[config.mk]
export PLATFORM = sky130hd
export DESIGN_NAME = deadlock_idx0_monitor
export DESIGN_NICKNAME = d
export VERILOG_FILES = /design/src/rtl/deadlock_idx0_monitor.sv
export SDC_FILE = /design/constraint.sdc
export NUM_CORES = 1
export LEC_CHECK = 0
export BUFFER_PORTS_ARGS = -buffer_cell sky130_fd_sc_hd__buf_2
export CORE_AREA = 2 2 39 41
export CTS_CLUSTER_SIZE = 28
export DETAILED_ROUTE_END_ITERATION = 8
export DIE_AREA = 0 0 41 43
export PLACE_DENSITY = 0.61
export SLEW_MARGIN = 40
export SYNTH_ARGS = -nofsm -noshare
export SYNTH_HDL_FRONTEND = slang
export SYNTH_SLANG_ARGS = --single-unit
[constraint.sdc]
create_clock -name clock -period 3.4 [get_ports clock]
set_input_delay 0.68 -clock clock [delete_from_list [all_inputs] [get_ports clock]]
set_output_delay 0.68 -clock clock [all_outputs]
set_load 0.01 [all_outputs]
[src/rtl/deadlock_idx0_monitor.sv]
// Deadlock detector for dataflow kernel index 0: raises `block` once the single
// process has been continuously stalled, with the kernel not idle, for THRESHOLD cycles.
module deadlock_idx0_monitor #(
  parameter int THRESHOLD = 8,
  parameter int CNT_WIDTH = 8
) (
  input  logic       clock,
  input  logic       reset,
  input  logic [1:0] axis_block_sigs,
  input  logic [2:0] inst_idle_sigs,
  input  logic [0:0] inst_block_sigs,
  output logic       block
);

  localparam logic [CNT_WIDTH-1:0] CNT_MAX   = '1;
  localparam logic [CNT_WIDTH:0]   THRESH_EX = (CNT_WIDTH+1)'(THRESHOLD);

  logic                 proc0_stall;
  logic                 kernel_active;
  logic                 stall_cond;
  logic                 thresh_hit;
  logic [CNT_WIDTH-1:0] cnt_d, cnt_q;
  logic                 block_d, block_q;

  // Saturating increment: the count parks at its maximum instead of wrapping.
  function automatic logic [CNT_WIDTH-1:0] sat_inc(input logic [CNT_WIDTH-1:0] v);
    if (v == CNT_MAX) sat_inc = v;
    else              sat_inc = v + 1'b1;
  endfunction

  always_comb begin
    proc0_stall   = ~inst_idle_sigs[0] &
                    (axis_block_sigs[0] | axis_block_sigs[1] | inst_block_sigs[0]);
    kernel_active = ~inst_idle_sigs[2] & ~inst_idle_sigs[1];
    stall_cond    = proc0_stall & kernel_active;
    // cnt >= THRESHOLD-1, written as cnt+1 >= THRESHOLD so THRESHOLD=1 stays a real compare
    thresh_hit    = ({1'b0, cnt_q} + (CNT_WIDTH+1)'(1)) >= THRESH_EX;
    cnt_d         = stall_cond ? sat_inc(cnt_q) : '0;
    block_d       = stall_cond & thresh_hit;
  end

  always_ff @(posedge clock or posedge reset) begin
    if (reset) begin
      cnt_q   <= '0;
      block_q <= 1'b0;
    end else begin
      cnt_q   <= cnt_d;
      block_q <= block_d;
    end
  end

  assign block = block_q;

endmodule

=== After elaboration in Yosys (flattened, before gate mapping) ===
Cells that the tools add are included.

* Bits of input ports: 8
* Bits in writable memories: 0
* Memories: 0
* Bits in latches: 0
* Register bits after elaboration: 9
* Memory bits (read-only): 0
* Output and inout bits: 1
* Logic and storage cells: 18

* Shift-type cells: 0
* Bitwise operators: 9
* Add/sub/neg operators: 2
* Equal/unequal tests: 2
* Muxes and demuxes: 2
* $mul: 0
* $lt $le $gt $ge: 1
* Div/mod/pow operators: 0
* Reductions and logical operators: 0

{| class="wikitable"
|+ Operators by type and width
! kind !! count
|-
| $mux 8 || 2
|-
| $add 8x1->9 const B || 1
|-
| $ge 9x4->1 const B || 1
|-
| $add 8x1->8 const B || 1
|-
| $eq 8x8->1 const B || 1
|-
| $and 1x1->1 || 4
|-
| $not 1->1 || 3
|-
| $ne 2x2->1 const B || 1
|-
| $or 1x1->1 || 2
|}

=== Depth between registers and ports, before layout ===
Gate-level depths: netlist of the first run.

* Depth in word-level cells: 5
* Mapped depth: 5
* Gate-level depth less buffers: 5

=== Worst setup path after synthesis of the first run ===
OpenSTA, ideal clock, no wires.

* Path kind: input-to-reg
* Start: input inst_idle_sigs[0]
* End: register cnt_q[6]
* Stages: 3
* Library setup time: 87 ps
* Setup slack: 1844 ps
* Data required time: 3313 ps
* Arrival time: 1469 ps
* Cells stage by stage: or4_1 > buf_2 > a211oi_2

* Word-level cells in the longest chain between the ends: 4

{| class="wikitable"
|+ RTL lines
! what !! RTL line !! RTL
|-
| start: declaration || 10 || <nowiki>input logic [2:0] inst_idle_sigs,</nowiki>
|-
| $not 1->1 (*) || 32 || <nowiki>proc0_stall = ~inst_idle_sigs[0] &</nowiki>
|-
| $and 1x1->1 (*) || 32 ||
|-
| $and 1x1->1 (*) || 35 || <nowiki>stall_cond = proc0_stall & kernel_active;</nowiki>
|-
| $ne 2x2->1 (no source line) / $mux 8 (equally long branches) || -- ||
|-
| end signal: assignment || 47 || <nowiki>cnt_q <= cnt_d;</nowiki>
|-
| end: declaration || 22 || <nowiki>logic [CNT_WIDTH-1:0] cnt_d, cnt_q;</nowiki>
|}

Every way passes the cells marked *; elsewhere a longest branch is shown, timed or not.
A chain may end at the register's enable or synchronous reset.

=== Worst setup path after layout of the first run ===
* Start: register cnt_q[0]
* End: register cnt_q[4]

* Word-level cells in the longest chain between the ends: 3

{| class="wikitable"
|+ RTL lines
! what !! RTL line !! RTL
|-
| $add 8x1->8 || 28 || <nowiki>else sat_inc = v + 1'b1;</nowiki>
|-
| $mux 8 || 27 || <nowiki>if (v == CNT_MAX) sat_inc = v;</nowiki>
|-
| $mux 8 || 38 || <nowiki>cnt_d = stall_cond ? sat_inc(cnt_q) : '0;</nowiki>
|}

Several ways; a longest one is shown, not always the timed one. The select of a mux whose other input is x is not followed.

==> key figures, run 1 <==
Synth
  – Top_reg_cell synth: dfrtp_1
  – Syn Std Cell Area: 508 um2
  – Synth cell count leaders: dfrtp_1 (9), nor2_1 (6), a21oi_1 (4), nand2_1 (4), xnor2_1 (4)
  – Mapped Cells: 50
  – Simple-gate portion of the synthesized area: 26.4%
  – Post-synth EDFFs: 0
  – Yosys cell types: 22
  – Mean post-synth cell area: 10.2 um2
  – Most frequent cell after synthesis: dfrtp_1
  – Syn nets: 59
  – Sequential area share after synthesis: 44.3%
  – Number of synthesized register bits: 9
  – Asr flop ratio synth: 100%
  – Complex-gate fraction of the synthesized area: 10.8%
  – Yosys warns: 0
  – Top cells by area, synth: dfrtp_1 (44%), xnor2_1 (6.9%), nor2_1 (4.4%), a21oi_1 (3.9%), mux2i_1 (3.9%)
  – XOR/XNOR Fraction of Synth Area: 10.3%
  – Largest family of logic cells by synthesized area: simple AND/OR/NAND/NOR gates
  – Post-synthesis mux area share: 3.94%
  – Adder-Cell Fraction of Synth Area: 2.46%
  – Largest area contributor in the netlist: dfrtp_1
  – Post-synth top area share: 44.3%

Placed design
  – DP HPWL: 662 um
  – GP Congestion: 0.743
  – Port buffer count: 8

Power and ir drop
  – VDD IR-drop max: 0.180 mV
  – Power density cells: 331 nW/um2
  – Leak: 0.000249 uW

Detailed routing
  – Max layer used: met3
  – Routed WL: 850 um
  – Met3 wire len: 21 um
  – Initial drt markers: 8
  – Antenna Violating Nets Remaining: 0
  – Post-DR vias/cell: 4.92
  – Drt drc: 0
  – First drt pass iteration count: 4
  – Vias: 379
  – Post-Route M1 WL: 451 um
  – WL/cell: 11.0 um
  – Met2 wire len: 377 um

Setup path
  – Critical Path End Type: flip-flop
  – CP arrival: 1.68 ns
  – Setup CP Type: flip-flop to flip-flop
  – Worst EP required: 3.57 ns
  – Worst reg-to-reg path cell count: 5
  – Crit path launch type: flip-flop
  – CP Max Fanout: 6

Floorplan
  – Effective utilization at floorplan: 36.7%
  – Die area: 1760 um2
  – Die width: 41 um
  – Core area: 1380 um2
  – FP Rows: 14
  – I/O pin cnt: 9
  – Die H: 43 um

GRT
  – Initial antenna violation count: 0
  – Vias in the first global route: 347
  – Largest net degree at the start of global routing: 10
  – GRT overflow: 0
  – Global-route wire length before repair: 1.44 mm
  – Total track usage: 12.1%

STA
  – Final setup viols: 0
  – RSZ-0062 raised after global routing: false
  – Period minus WS final: 1.51 ns
  – Slew Limit Fails: 0
  – Final hold violation count: 0
  – Worst Skew: 0.00170 ns
  – TNS Setup: 0 ns
  – Final Cycle Share: 44.5%
  – Fmax: 0.662 GHz
  – Slew @ Worst Pin: 0.357 ns
  – Worst hold slack: 0.370 ns
  – Max_slew headroom: 75.9%

Layout
  – Reg area: 225 um2
  – Layout cells sized above 1: 24.6%
  – Number of diodes: 0
  – Fillcell total: 139
  – Multi-input logic area: 274 um2
  – Nets@finish: 71
  – Utilization after layout: 42.6%
  – Area grow syn2layout: 16.0%

Clocking
  – # Post-CTS Setup Buffers: 0
  – Clk sink count: 9
  – Post_cts resized: 0
  – CTS tree: yes
  – H-tree depth: 1
  – Num CTS Buffers: 3
  – Bufs on Longest Clock Path: 2
  – Root Driver: clkbuf_4
  – Clk pin slew, worst setup/hold paths: 0.06 ns
  – Worst-skew pair later-pin latency: 0.25 ns
  – Hold Buf Count CTS: 0

Job
  – Max_cap viols: 0

Outcome
  – Status: finished clean

Min path
  – Worst hold path class: input port to async pin
[placed cells by master, fill, tap and decap left out, types with 2 or more instances in the layout]
master,n
and3_1,2
nand2_1,4
a21oi_1,4
xor2_1,2
buf_2,8
dfrtp_1,9
nand3_1,2
nor2_1,6
clkbuf_4,3
mux2i_1,2
xnor2_1,4
nor3_1,3
[where the power goes]
| part | total (uW) | switching [uW] | internal (uW) |
|---|---|---|---|
| Sequential | 108 | 0.640 | 108 |
| Clock | 77.9 | 33.0 | 44.9 |
| Combinational | 8.57 | 4.59 | 3.98 |
| Total | 195 | 38.2 | 157 |
[worst max-delay path, cell delays in order (launching register included)]
cell     delay (ns)
dfrtp_1        0.40
ha_1           0.31
nand2_1        0.14
nor2_1         0.23
nand3_1        0.19
a21oi_1        0.17
[cell families (layout without fill, tap and decap cells)]
family | after synthesis | after routing
AO/OA/AOI/OAI | 8 | 8
XOR/XNOR | 6 | 6
adder cells (fa/ha/maj) | 1 | 1
buffers and inverters | 2 | 13
flip-flops | 9 | 9
multiplexers | 2 | 2
AND/OR/NAND/NOR | 22 | 22
[path summary, 6_finish.rpt]
| kind | from | endpoint | slack [ns] |
|---|---|---|---|
| max | cnt_q[0] | cnt_q[4] | 1.89 |
| min | reset | cnt_q[0] | 0.37 |
| max reg2reg | cnt_q[0] | cnt_q[4] | 1.89 |
| min reg2reg | cnt_q[1] | cnt_q[1] | 0.58 |
| max in group asynchronous | reset | cnt_q[1] | 2.79 |
| min in group clock | cnt_q[1] | cnt_q[1] | 0.58 |
[per-stage QoR]
| step | instance area, um2 | setup slack [ns] | instances | total power [uW] |
|---|---|---|---|---|
| 2_1_floorplan | 508 | 1.84 | 50 | 115 |
| 3_3_place_gp | 563 | 1.66 | 73 | 119 |
| 3_5_place_dp | 563 | 1.65 | 73 | 119 |
| 4_1_cts | 589 | 1.90 | 77 | 200 |
| 5_1_grt | 589 | 1.71 | 77 | 208 |
| 6_report | 589 | 1.89 | 77 | 195 |
[final cells by class]
cell class	count	share of cell area, %
multi-input cells	39	46.5
repair buffers	8	6.79
flip-flops and latches	9	38.2
well taps	16	3.40
clock buffers	4	4.46
inverters	1	0.637
[routing by layer]
layer  vias to the layer above  global-route usage (%)
met3                         0                    1.57
met5                         -                       0
met4                         0                    8.00
met2                         8                    15.0
met1                       170                    18.8
li1                        201                       -
[state kept, by name (all words and copies together) (netlist names)]
name,cells
block,1
cnt_q,8
No activity file was read; power rests on OpenSTA's default activity.
==> inputs of run 2 (changes only) <==
PLACE_DENSITY = 0.63   (was 0.61)
clock period = 1.2 ns   (was 3.4 ns; I/O delays follow)
==> run 2 against run 1 <==
The run now ends with negative setup slack left. Critical endpoint is now block. Largest power group unchanged. Worst setup slack got worse by 2.0 ns. Critical path depth unchanged. Highest routed layer is now met4. Via count increased by 17%.
==> key figures, run 2 (synthesized netlist as in run 1, its figures left out) <==
Layout
  – Largest register by flop count: cnt_q (unchanged)
  – Leading cell type in the layout, fill and taps excluded: buf_4 (was dfrtp_1)
  – Layout cells sized above 1: 52.7% (was 24.6%)
  – Most frequent cells in the layout: buf_4 (12), buf_2 (8), dfrtp_1 (7) (was dfrtp_1 (9), buf_2 (8), nor2_1 (6))
  – Area grow syn2layout: 50.7% (was 16.0%)
  – Max FFs per register: 8 (unchanged)
  – Nets@finish: 84 (was 71)
  – Fin cells: 90 (was 77)
  – Number of diodes: 0 (unchanged)

Setup path
  – Critical Path End Type: flip-flop (unchanged)
  – Worst reg-to-reg path cell count: 5 (unchanged)
  – CP arrival: 1.45 ns (was 1.68 ns)
  – Worst R2R Start: cnt_q[1] (was cnt_q[0])
  – Critical Path, Cell by Cell: ha_4 -> and3_1 -> o211ai_1 -> o41ai_1 -> a31oi_1 (was ha_1 -> nand2_1 -> nor2_1 -> nand3_1 -> a21oi_1)
  – Max incr delay on CP: 0.42 ns (was 0.40 ns)
  – Crit path launch type: flip-flop (unchanged)
  – Worst setup path start: cnt_q[1] (was cnt_q[0])
  – Slowest-stage cell, CP: dfrtp_1 (unchanged)
  – CP Max Fanout: 5 (was 6)
  – Setup CP Type: flip-flop to flip-flop (unchanged)
  – Worst EP required: 1.38 ns (was 3.57 ns)

Floorplan
  – Die H: 43 um (unchanged)
  – Core area: 1380 um2 (unchanged)
  – Effective utilization at floorplan: 36.7% (unchanged)
  – Die width: 41 um (unchanged)
  – FP Rows: 14 (unchanged)
  – I/O pin cnt: 9 (unchanged)
  – Die area: 1760 um2 (unchanged)

STA
  – Fmax: 0.792 GHz (was 0.662 GHz)
  – Final setup viols: 8 (was 0)
  – Slew Limit Fails: 0 (unchanged)
  – TNS Setup: -0.133 ns (was 0 ns)
  – Period minus WS final: 1.26 ns (was 1.51 ns)
  – Final Cycle Share: 105% (was 44.5%)
  – Setup ws final: -0.0632 ns (was 1.89 ns)
  – Slew @ Worst Pin: 0.355 ns (was 0.357 ns)
  – RSZ-0062 raised after global routing: true (was false)
  – Max_slew headroom: 76.3% (was 75.9%)
  – Worst Skew: 0.000870 ns (was 0.00170 ns)
  – Final hold violation count: 0 (unchanged)

Outcome
  – Violated checks: negative setup slack
  – Status: finished, violations left (was finished clean)

GRT
  – Vias in the first global route: 414 (was 347)
  – GRT overflow: 0 (unchanged)
  – Initial antenna violation count: 0 (unchanged)
  – Largest net degree at the start of global routing: 10 (unchanged)
  – Total track usage: 15.1% (was 12.1%)
  – Global-route wire length before repair: 1.73 mm (was 1.44 mm)

Placed design
  – GP Congestion: 0.795 (was 0.743)
  – Placed cells: 82 (was 73)
  – Port buffer count: 8 (unchanged)
  – DP HPWL: 713 um (was 662 um)

Clocking
  – H-tree depth: 1 (unchanged)
  – Clk pin slew, worst setup/hold paths: 0.06 ns (about the same)
  – CTS tree: yes (unchanged)
  – Clk sink count: 9 (unchanged)
  – Num CTS Buffers: 3 (unchanged)
  – Bufs on Longest Clock Path: 2 (unchanged)
  – Root Driver: clkbuf_4 (unchanged)
  – Worst-skew pair later-pin latency: 0.26 ns (was 0.25 ns)

Min path
  – Hold_sp: inst_idle_sigs[2]
  – Worst hold path class: input port to flip-flop (was input port to async pin)
  – Hold Crit Depth: 4

Detailed routing
  – Post-DR vias/cell: 4.91 (was 4.92)
  – Drt drc: 0 (unchanged)
  – Routed WL: 1.07 mm (was 850 um)
  – Vias: 442 (was 379)
  – Antenna Violating Nets Remaining: 0 (unchanged)
  – WL/cell: 11.9 um (was 11.0 um)
  – First drt pass iteration count: 4 (unchanged)
  – Initial drt markers: 8 (unchanged)

Power and ir drop
  – Internal power: 452 uW (was 157 uW)
  – Switching pwr: 125 uW (was 38.2 uW)
  – Sequential share of power: 53.3% (was 55.6%)
  – Switch share: 21.7% (was 19.6%)
  – Power density cells: 754 nW/um2 (was 331 nW/um2)
  – VDD IR-drop max: 0.580 mV (was 0.180 mV)
  – Combinational Power Share: 6.1% (was 4.4%)
  – Clock network fraction of total power: 40.7% (was 40.0%)
  – Leak: 0.000344 uW (was 0.000249 uW)

Job
  – Max_cap viols: 0 (unchanged)
## run 2: metal layers
metal	share of wire (%)	wire length [um]	vias up	track usage, %
met3	3.3	35	2	1.57
met4	0.75	8	0	14.0
li1	-	-	229	-
met5	0	0	-	0
met2	52	561	9	21.6
met1	44	467	202	18.8
## run 2: repair_timing
action / 4_1_cts / 5_1_grt
hold buffers: 1 / 0
resized for setup: 8 / 7
setup endpoints to repair: 8 / 9
pin swaps: 3 / 7
endpoints found under the hold margin: 9 / 0
setup buffers: 2 / 1
## run 2: path summary, 6_finish.rpt
check                           endpoint  slack [ns]
worst max-delay path               block       -0.06
worst min-delay path            cnt_q[4]        0.38
worst max register to register     block       -0.06
worst min register to register  cnt_q[6]        0.63
max in group asynchronous       cnt_q[5]        0.44
min in group asynchronous       cnt_q[1]        0.48
## run 2: critical path, delay by kind of cell (launching register included)
family / cells / cell delay, ns
AOI/OAI and AO/OA: 3 / 0.38
adders and majority gates: 1 / 0.20
DFF: 1 / 0.42
and+or+nand+nor: 1 / 0.18
## run 2: cell type report
class | instances | area [um2]
tap | 16 | 20.0
sequential | 9 | 228
fill | 114 | 618
timing repair buffer | 21 | 140
inverter | 1 | 3.75
multi-input combinational | 39 | 348
clock buffer | 4 | 26.3
## run 2: power by group through the flow
stage / Sequential, uW / Combinational, uW / Clock [uW]
2_1_floorplan: 313 / 13.2 / 0
3_3_place_gp: 313 / 29.0 / 0
3_5_place_dp: 313 / 29.9 / 0
4_1_cts: 307 / 35.1 / 249
5_1_grt: 308 / 39.8 / 263
6_report: 308 / 35.0 / 235
## run 2: metrics by stage
stage               hold WS (ns)  worst slack [ns]  instance area, um2  total power [uW]  util [%]
finish                     0.382           -0.0632                 766               577      55.3
global route               0.402            -0.136                 766               610      55.3
CTS                        0.380           -0.0635                 731               592      52.8
floorplan                 0.0679         0.0000103                 520               326         -
detailed placement         0.218            -0.135                 643               343      46.5
global placement           0.213           -0.0926                 643               342      46.5
